`src/rtl/hsmc_lane_pkg.sv`:
```
// Shared types for the HSMC lane receiver: FSM states, symbol classes, default width.
// Latency: n/a (types and constants only).
// Backpressure: n/a.
package hsmc_lane_pkg;

  localparam int LANE_W = 4;

  // Receiver phase tracking state
  typedef enum logic [1:0] {
    S_IDLE = 2'd0,
    S_P    = 2'd1,
    S_N    = 2'd2,
    S_Z    = 2'd3
  } state_e;

  // Class of an accepted (stable) lane symbol
  typedef enum logic [1:0] {
    SP = 2'd0,   // p nonzero, n zero
    SN = 2'd1,   // p zero, n nonzero
    SZ = 2'd2,   // both zero
    SC = 2'd3    // both nonzero (collision)
  } sym_e;

endpackage

```
`src/rtl/hsmc_lane_filter.sv`:
```
// Synchronises both lane groups, accepts a symbol after STABLE_CYCLES identical samples, classifies it.
// Latency: 2 + STABLE_CYCLES clocks from pin change to the one-cycle evt strobe.
// Backpressure: none; free-running, the strobe is never held off.
module hsmc_lane_filter
  import hsmc_lane_pkg::*;
#(
  parameter int W             = LANE_W,
  parameter int STABLE_CYCLES = 4
) (
  input  logic         clk,
  input  logic         rst_n,
  input  logic [W-1:0] lane_p,
  input  logic [W-1:0] lane_n,
  output logic         evt,
  output sym_e         sym,
  output logic [W-1:0] word
);

  localparam int CW = $clog2(STABLE_CYCLES + 1);

  logic [W-1:0]   p_meta_q, p_meta_d, p_sync_q, p_sync_d;
  logic [W-1:0]   n_meta_q, n_meta_d, n_sync_q, n_sync_d;
  logic [2*W-1:0] prev_q, prev_d;
  logic [CW-1:0]  stab_cnt_q, stab_cnt_d;
  logic [W-1:0]   pv, nv;

  // Two-flop synchroniser and run-length counter of identical synchronised samples
  always_comb begin
    p_meta_d = lane_p;
    p_sync_d = p_meta_q;
    n_meta_d = lane_n;
    n_sync_d = n_meta_q;
    prev_d   = {p_sync_q, n_sync_q};
    if ({p_sync_q, n_sync_q} != prev_q) begin
      stab_cnt_d = '0;
    end else if (stab_cnt_q != CW'(STABLE_CYCLES)) begin
      // Saturate one past the strobe value so the strobe fires only once per symbol
      stab_cnt_d = stab_cnt_q + CW'(1);
    end else begin
      stab_cnt_d = stab_cnt_q;
    end
  end

  // State registers for the input path
  always_ff @(posedge clk or negedge rst_n) begin
    if (!rst_n) begin
      p_meta_q   <= '0;
      p_sync_q   <= '0;
      n_meta_q   <= '0;
      n_sync_q   <= '0;
      prev_q     <= '0;
      stab_cnt_q <= '0;
    end else begin
      p_meta_q   <= p_meta_d;
      p_sync_q   <= p_sync_d;
      n_meta_q   <= n_meta_d;
      n_sync_q   <= n_sync_d;
      prev_q     <= prev_d;
      stab_cnt_q <= stab_cnt_d;
    end
  end

  // prev_q holds the value the counter has been qualifying
  assign pv  = prev_q[2*W-1:W];
  assign nv  = prev_q[W-1:0];
  assign evt = (stab_cnt_q == CW'(STABLE_CYCLES - 1));

  // Classify the stable symbol and pick the data-carrying group
  always_comb begin
    sym  = SZ;
    word = '0;
    if (pv != '0 && nv != '0) begin
      sym  = SC;
      word = pv;
    end else if (pv != '0) begin
      sym  = SP;
      word = pv;
    end else if (nv != '0) begin
      sym  = SN;
      word = nv;
    end
  end

endmodule

```
`src/rtl/hsmc_lane_rx.sv`:
```
// HSMC 4-lane pseudo-differential receiver: P/N phase FSM, data compare, lock, phase length, timeout.
// Latency: outputs register one clock after the filter strobe (3 + STABLE_CYCLES clocks after a pin change).
// Backpressure: none; status pulses are single-cycle and unacknowledged. Optional stats: HSMC_RX_STATS_EN.
module hsmc_lane_rx
  import hsmc_lane_pkg::*;
#(
  parameter int          W             = LANE_W,
  parameter int          STABLE_CYCLES = 4,
  parameter int          CNT_W         = 24,
  parameter int unsigned TIMEOUT       = 24'hFF_FFFF
) (
  input  logic             OSC_50_B8A,
  input  logic             RESET_n,
  input  logic [W-1:0]     HSMC_RX_p,
  input  logic [W-1:0]     HSMC_RX_n,
  output logic [W-1:0]     rx_data,
  output logic             rx_valid,
  output logic             rx_err,
  output logic             rx_lock,
  output logic [CNT_W-1:0] phase_len,
  output logic             phase_len_valid
`ifdef HSMC_RX_STATS_EN
  ,
  output logic [7:0]       err_count,
  output logic [7:0]       lock_loss
`endif
);

  logic         evt;
  sym_e         sym;
  logic [W-1:0] word;

  hsmc_lane_filter #(
    .W             (W),
    .STABLE_CYCLES (STABLE_CYCLES)
  ) u_filter (
    .clk    (OSC_50_B8A),
    .rst_n  (RESET_n),
    .lane_p (HSMC_RX_p),
    .lane_n (HSMC_RX_n),
    .evt    (evt),
    .sym    (sym),
    .word   (word)
  );

  state_e           state_q, state_d;
  state_e           own_st, partner_st;
  logic [W-1:0]     held_q, held_d;
  logic [W-1:0]     rx_data_q, rx_data_d;
  logic             rx_valid_q, rx_valid_d;
  logic             rx_err_q, rx_err_d;
  logic             rx_lock_q, rx_lock_d;
  logic [CNT_W-1:0] cnt_q, cnt_d;
  logic [CNT_W-1:0] phase_len_q, phase_len_d;
  logic             plen_vld_q, plen_vld_d;

  // Phase FSM, data compare, phase-length counter and timeout; an event beats a timeout
  always_comb begin
    state_d     = state_q;
    held_d      = held_q;
    rx_data_d   = rx_data_q;
    rx_valid_d  = 1'b0;
    rx_err_d    = 1'b0;
    rx_lock_d   = rx_lock_q;
    phase_len_d = phase_len_q;
    plen_vld_d  = 1'b0;
    own_st      = (sym == SP) ? S_P : S_N;
    partner_st  = (sym == SP) ? S_N : S_P;
    cnt_d       = (cnt_q == '1) ? cnt_q : cnt_q + CNT_W'(1);

    if (evt) begin
      cnt_d = CNT_W'(1);
      // Coming out of idle there is no meaningful previous phase to measure
      if (state_q != S_IDLE) begin
        phase_len_d = cnt_q;
        plen_vld_d  = 1'b1;
      end
      unique case (sym)
        SP, SN: begin
          if (state_q == partner_st) begin
            if (word == held_q) begin
              rx_valid_d = 1'b1;
              rx_data_d  = word;
              rx_lock_d  = 1'b1;
            end else begin
              // Expected once after every data change; the next pair re-locks
              rx_err_d  = 1'b1;
              rx_lock_d = 1'b0;
              held_d    = word;
            end
          end else begin
            held_d = word;
          end
          state_d = own_st;
        end
        SZ: begin
          // Zero looks the same in both phases, so lock is left alone
          if (state_q != S_Z) begin
            rx_data_d  = '0;
            rx_valid_d = 1'b1;
          end
          held_d  = '0;
          state_d = S_Z;
        end
        SC: begin
          rx_err_d  = 1'b1;
          rx_lock_d = 1'b0;
          state_d   = S_IDLE;
        end
      endcase
    end else if ((state_q == S_P || state_q == S_N) && cnt_q >= CNT_W'(TIMEOUT)) begin
      state_d   = S_IDLE;
      rx_lock_d = 1'b0;
    end
  end

  // Core state registers
  always_ff @(posedge OSC_50_B8A or negedge RESET_n) begin
    if (!RESET_n) begin
      state_q     <= S_IDLE;
      held_q      <= '0;
      rx_data_q   <= '0;
      rx_valid_q  <= 1'b0;
      rx_err_q    <= 1'b0;
      rx_lock_q   <= 1'b0;
      cnt_q       <= '0;
      phase_len_q <= '0;
      plen_vld_q  <= 1'b0;
    end else begin
      state_q     <= state_d;
      held_q      <= held_d;
      rx_data_q   <= rx_data_d;
      rx_valid_q  <= rx_valid_d;
      rx_err_q    <= rx_err_d;
      rx_lock_q   <= rx_lock_d;
      cnt_q       <= cnt_d;
      phase_len_q <= phase_len_d;
      plen_vld_q  <= plen_vld_d;
    end
  end

  assign rx_data         = rx_data_q;
  assign rx_valid        = rx_valid_q;
  assign rx_err          = rx_err_q;
  assign rx_lock         = rx_lock_q;
  assign phase_len       = phase_len_q;
  assign phase_len_valid = plen_vld_q;

`ifdef HSMC_RX_STATS_EN
  logic [7:0] err_count_q, err_count_d;
  logic [7:0] lock_loss_q, lock_loss_d;

  // Saturating error and lock-loss counters
  always_comb begin
    err_count_d = err_count_q;
    lock_loss_d = lock_loss_q;
    if (rx_err_d && err_count_q != 8'hFF) begin
      err_count_d = err_count_q + 8'd1;
    end
    if (rx_lock_q && !rx_lock_d && lock_loss_q != 8'hFF) begin
      lock_loss_d = lock_loss_q + 8'd1;
    end
  end

  // Stats registers
  always_ff @(posedge OSC_50_B8A or negedge RESET_n) begin
    if (!RESET_n) begin
      err_count_q <= '0;
      lock_loss_q <= '0;
    end else begin
      err_count_q <= err_count_d;
      lock_loss_q <= lock_loss_d;
    end
  end

  assign err_count = err_count_q;
  assign lock_loss = lock_loss_q;
`endif

endmodule

```
`config.mk`:
```
export PLATFORM = sky130hd
export DESIGN_NAME = hsmc_lane_rx
export DESIGN_NICKNAME = d
export VERILOG_FILES = /design/src/rtl/hsmc_lane_pkg.sv /design/src/rtl/hsmc_lane_filter.sv /design/src/rtl/hsmc_lane_rx.sv
export SDC_FILE = /design/constraint.sdc
export NUM_CORES = 1
export LEC_CHECK = 0
export CORE_AREA = 2 2 115 117
export CTS_BUF_LIST = sky130_fd_sc_hd__clkbuf_8
export DETAILED_ROUTE_END_ITERATION = 10
export DIE_AREA = 0 0 117 119
export GPL_TIMING_DRIVEN = 1
export PLACE_DENSITY = 0.61
export SYNTH_ARGS = -nofsm -noshare
export SYNTH_HDL_FRONTEND = slang
export SYNTH_SLANG_ARGS = --single-unit
```
`constraint.sdc`:
```
create_clock -name OSC_50_B8A -period 2.8 [get_ports OSC_50_B8A]
set_input_delay 0.42 -clock OSC_50_B8A [delete_from_list [all_inputs] [get_ports OSC_50_B8A]]
set_output_delay 0.42 -clock OSC_50_B8A [all_outputs]
set_load 0.1 [all_outputs]
```
* After elaboration in Yosys (flattened, before gate mapping)
Index checks and enable logic that the tools add are counted.
Word-level totals: flip-flop bits (word level) 89, input bits 10, word-level logic and storage cells 89
Cells by class: add/subtract/negate cells 2, order comparisons 1, eq/ne operators 19, muxes and demuxes 37, reduce and logical (&&, ||, !) cells 15
Operator list (count):
- $mux W24 | 2
- $mux W4 | 8
- $add A24 B1 Y24 const B | 1
- $eq A24 B24 Y1 const B | 1
- $ge A24 B24 Y1 const B | 1
- $pmux W4 S2 | 2
- $mux W2 | 7
- $mux W1 | 12
- $ne A2 B2 Y1 const B | 5
- $ne A3 B3 Y1 const B | 3
- $ne A8 B8 Y1 | 1
- $reduce_bool A2 Y1 | 4
- $reduce_bool A4 Y1 | 2
- $eq A2 B2 Y1 const B | 3
- $mux W3 | 2
- $pmux W1 S2 | 3
- $pmux W2 S3 | 1
- $reduce_and A3 Y1 | 2
- $reduce_and A5 Y1 | 1
- $eq A2 B1 Y1 const B | 2
- $eq A4 B4 Y1 | 1
- $add A3 B1 Y3 const B | 1
- $eq A3 B2 Y1 const B | 1
- $ne A3 B1 Y1 const B | 1
- 6 further kinds | 7

* Longest topological paths before layout
depth after elaboration 10, mapped depth 9

* By module
From an unflattened synthesis, not the netlist that was laid out.
Second synthesis, totals: cell total of the unflattened synthesis 350, area total of the unflattened synthesis 4047.6 um2
By module, submodules not included:
- hsmc_lane_rx | times used 1, cells each 290, area an instance 3111.7 um2
- hsmc_lane_filter | times used 1, cells each 60, area an instance 935.9 um2

* Worst setup path after synthesis
Ideal clock, no wire load.
kind reg-to-reg, start register u_filter.prev_q[3], end register held_q[0], arrival 2.706 ns, setup slack -0.031 ns, cell stages (with the launch flop) 10, path buffers 0, period minus slack after synthesis 2.831 ns, path through dfrtp_1 -> nor4_1 -> inv_1 -> ha_1 -> nor3_2 -> a31oi_1 -> xnor2_1 -> nor4_4 -> a21o_2 -> mux2_2
On the way: word-level cells in the longest chain between the ends 9, elaborated cells on any way between the ends 21
RTL lines:
- from (decl) | line hsmc_lane_filter.sv:23 | logic [2*W-1:0] prev_q, prev_d;
- from (signal assigned) | line hsmc_lane_filter.sv:58 | prev_q <= prev_d;
- $reduce_bool A4 Y1 | line hsmc_lane_filter.sv:72, hsmc_lane_filter.sv:78
- $mux W2 | line hsmc_lane_filter.sv:78 | end else if (nv != '0) begin
- $mux W2 | line hsmc_lane_filter.sv:75 | end else if (pv != '0) begin
- $mux W2 | line hsmc_lane_filter.sv:72 | if (pv != '0 && nv != '0) begin
- $logic_not A2 Y1 | line hsmc_lane_rx.sv:68, hsmc_lane_rx.sv:78
- $mux W2 | line hsmc_lane_rx.sv:68 | partner_st = (sym == SP) ? S_N : S_P;
- $eq A2 B2 Y1 | line hsmc_lane_rx.sv:80 | if (state_q == partner_st) begin
- $ne A3 B3 Y1 (no source line) / $mux W4 (equally long branches)
- $reduce_and A3 Y1 (no source line) / $pmux W4 S2 (equally long branches)
- to (signal assigned) | line hsmc_lane_rx.sv:131 | held_q <= held_d;
- to (decl) | line hsmc_lane_rx.sv:48 | logic [W-1:0] held_q, held_d;
Several ways; a longest one is shown, not always the timed one. The select of a mux whose other input is x is not followed. A chain may end at the register's enable or synchronous reset.

* Final worst setup path
start register u_filter.prev_q[5], end register held_q[0]
On the way: word-level cells in the longest chain between the ends 8, elaborated cells on any way between the ends 19
RTL lines (line):
- $reduce_bool A4 Y1 | hsmc_lane_filter.sv:72, hsmc_lane_filter.sv:75
- $mux W2 / $logic_and A1 B1 Y1 (equally long branches) | hsmc_lane_filter.sv:75, hsmc_lane_filter.sv:72
- $mux W2 | hsmc_lane_filter.sv:72
- $logic_not A2 Y1 | hsmc_lane_rx.sv:68, hsmc_lane_rx.sv:78
- $mux W2 | hsmc_lane_rx.sv:68
- $eq A2 B2 Y1 | hsmc_lane_rx.sv:80
- $ne A3 B3 Y1 (no source line) / $mux W4 (equally long branches)
- $reduce_and A3 Y1 (no source line) / $pmux W4 S2 (equally long branches)
Several ways; a longest one is shown, not always the timed one. The select of a mux whose other input is x is not followed.

==> summary.md <==
| Metric | Value |
|---|---|
| Boundary Pins | `42` |
| Diode count | `0` |
| Vias in the first global route | `2514` |
| Worst setup EP type | `register` |
| Cell depth of the worst flop-to-flop path | `8` |
| Core ar. | `12870 um2` |
| Flops & latches, synth | `89` |
| DRT iter0 DRCs | `137` |
| First-pass DRT Iterations | `4` |
| Clock Sinks | `89` |
| CP startpoint | `u_filter.prev_q[5]` |
| Gr usage total | `11.06%` |
| Syn_area_per_cell | `12.25 um2` |
| DP HPWL | `4.960 mm` |
| RR Endpoint | `held_q[0]` |
| Gate Count Post-Synth | `307` |
| First-pass GRT wire length | `12.17 mm` |
| Fin nets | `380` |
| Die area | `13920 um2` |
| Cell Rows | `42` |
| Period minus WS final | `2.690 ns` |
| DR DRC count | `0` |
| Via count | `2438` |
| WP data required | `3.05 ns` |
| Largest net degree at the start of global routing | `53` |
| Clk slew on worst S/H paths | `0.09 ns` |
| Crit-path max FO | `6` |
| Initial Utilization | `29.21%` |
| Layout cells sized above 1 | `28.14%` |
| Clk_skew | `0.009751 ns` |
| H-tree depth | `3` |
| Max cap viols | `0` |
| Post-Syn Area | `3761 um2` |
| Worst Path Arrival | `2.94 ns` |
| Non-Filler Instances | `542` |
| Register area share after synthesis | `59.21%` |
| Final setup vio count | `0` |
| Commonest cells after routing, fill and taps aside | `dfrtp_1, buf_4, nor2_1, mux2_2, xor2_1` |
| Post-Syn Nets | `326` |
| Total congestion overflow | `0` |
| Die height | `119 um` |
| Fin crit share | `96.06%` |
| Hold crit path type | `input port to asynchronous set/reset pin` |
| Max Root-Sink Buffers | `2` |
| Leak Pwr | `2.202 nW` |
| Synth top area share | `59.21%` |
| Clock Latency Late Sink | `0.36 ns` |
| Unrepaired setup endpoints after global routing | `false` |
| Worst-margin pin slew | `0.6558 ns` |
| Max VDD drop | `0.0001874 V` |
| Synth warnings | `0` |
| CP Class | `register to register` |
| Commonest non-fill, non-tap cell in the layout | `dfrtp_1` |
| F_max | `371.8 MHz` |
| Status | `completed` |
| Biggest area consumer among synthesized cells | `dfrtp_1` |
| Slew Limit Fails | `0` |
| GPL Wtd Cong | `0.7638` |
| Setup TNS Final | `0 ns` |
| Port bufs | `41` |
| Post-DR vias/cell | `4.498` |
| Pwr per Cell Area | `482.2 nW/um2` |
| CTS tree | `done` |
| Area contributors post-synth | `dfrtp_1, mux2_2, xor2_1` |
| R2R setup slack | `0.11 ns` |
| Count of final hold-check violations | `0` |
| WL/cell | `13.15 um` |
| P&R area growth vs syn | `21.79%` |
| Initial antenna violation count | `0` |
| Dpl cells | `524` |
| Worst r2r src | `u_filter.prev_q[5]` |
| Kind of start point of the critical path | `register` |
| Worst slew margin | `56.28%` |
| Synth unique cells | `36` |
| Die width | `117 um` |
| Cts bufs inserted | `9` |
| Drt total wl | `7.127 mm` |
| Routed Antenna Nets | `0` |
| Clock Tree Root | `clkbuf_8` |
| Cts hold-fix bufs | `0` |
-- through the flow --
stage	utilization (%)	setup WS, ns	hold WS, ns	power [W]	area, um2
6_report	35.58	0.1104	0.07176	0.002209	4581
5_1_grt	35.58	0.003952	0.1206	0.002300	4581
4_1_cts	35.35	0.06090	0.09488	0.002241	4552
3_5_place_dp	33.97	0.09320	0.3347	0.001420	4373
3_3_place_gp	33.97	0.1411	0.3346	0.001417	4373
2_1_floorplan	-	0.1446	0.1244	0.001367	3782
-- area by class of cell --
cell class,instances,area (um2)
Inverter,13,48.80
Multi-Input combinational cell,197,1489
Tap cell,176,220.2
Fill cell,1284,8294
Clock inverter,7,55.05
Sequential cell,89,2228
Clock buffer,9,123.9
Timing Repair Buffer,51,415.4
-- repair_timing --
item,CTS,global route
buffers inserted,0,2
gates resized for setup,0,3
setup endpoints to repair,0,4
-- worst max path at each step --
stage | endpoint | slack (ns) | cells after the start
final | held_q[0] | 0.11 | 8
after global routing | held_q[0] | 0.004 | 9
after CTS | held_q[0] | 0.06 | 8
after detailed placement | held_q[0] | 0.09 | 8
after global placement | held_q[3] | 0.14 | 8
after floorplan | held_q[0] | 0.14 | 9
-- kinds of logic (layout without fill, tap and decap cells) --
kind of cell    after synthesis  count (layout)  share of synthesized area (%)
simple gates                 96              96                          13.51
flops                        89              89                          59.22
xor+xnor                     33              33                          7.684
mux                          33              33                          9.847
compound gates               26              26                          4.657
buf+inv                      21              80                          2.096
fa+ha+maj                     9               9                          2.994
-- routing by layer --
layer  wire length, um  global-route usage [%]  up-vias
met5                 0                       0        -
met4               135                   5.221        0
met3               301                   2.748       12
met2              3272                   16.18       48
met1              3418                   15.29     1221
li1                  -                       -     1157
-- where the power goes --
part / internal (W) / switching, W
clock network: 0.000330 / 0.000483
registers: 0.00130 / 0.0000134
logic: 0.0000328 / 0.0000475
total: 0.00166 / 0.000544
-- synth_stat cells, drive strengths merged --
cell type and instances:
nand2b 2, and4 2, nand3b 1, a21oi 7, buf 1, inv 13
nand4 8, a211oi 2, ha 9, nor2 32, a31o 1, o21ai 7
dfrtp 89, and3b 1, xnor2 10, mux2 32, a31oi 6, nor3 5
nor2b 1, o211ai 1, or4 1, a21o 1, nand3 10, a2bb2oi 1
nor4 6, mux2i 1, and3 7, clkbuf 7, xor2 23, nand2 18
and2 2
-- worst max-delay path: stages, from the launching register on --
cell and delay [ns]:
dfrtp_2 0.43, or4_4 0.55, ha_4 0.21, nor3_4 0.15, a31oi_2 0.14, xnor2_1 0.18
nor4_4 0.34, a21o_2 0.23, mux2_2 0.34
No activity file was read; power rests on OpenSTA's default activity.
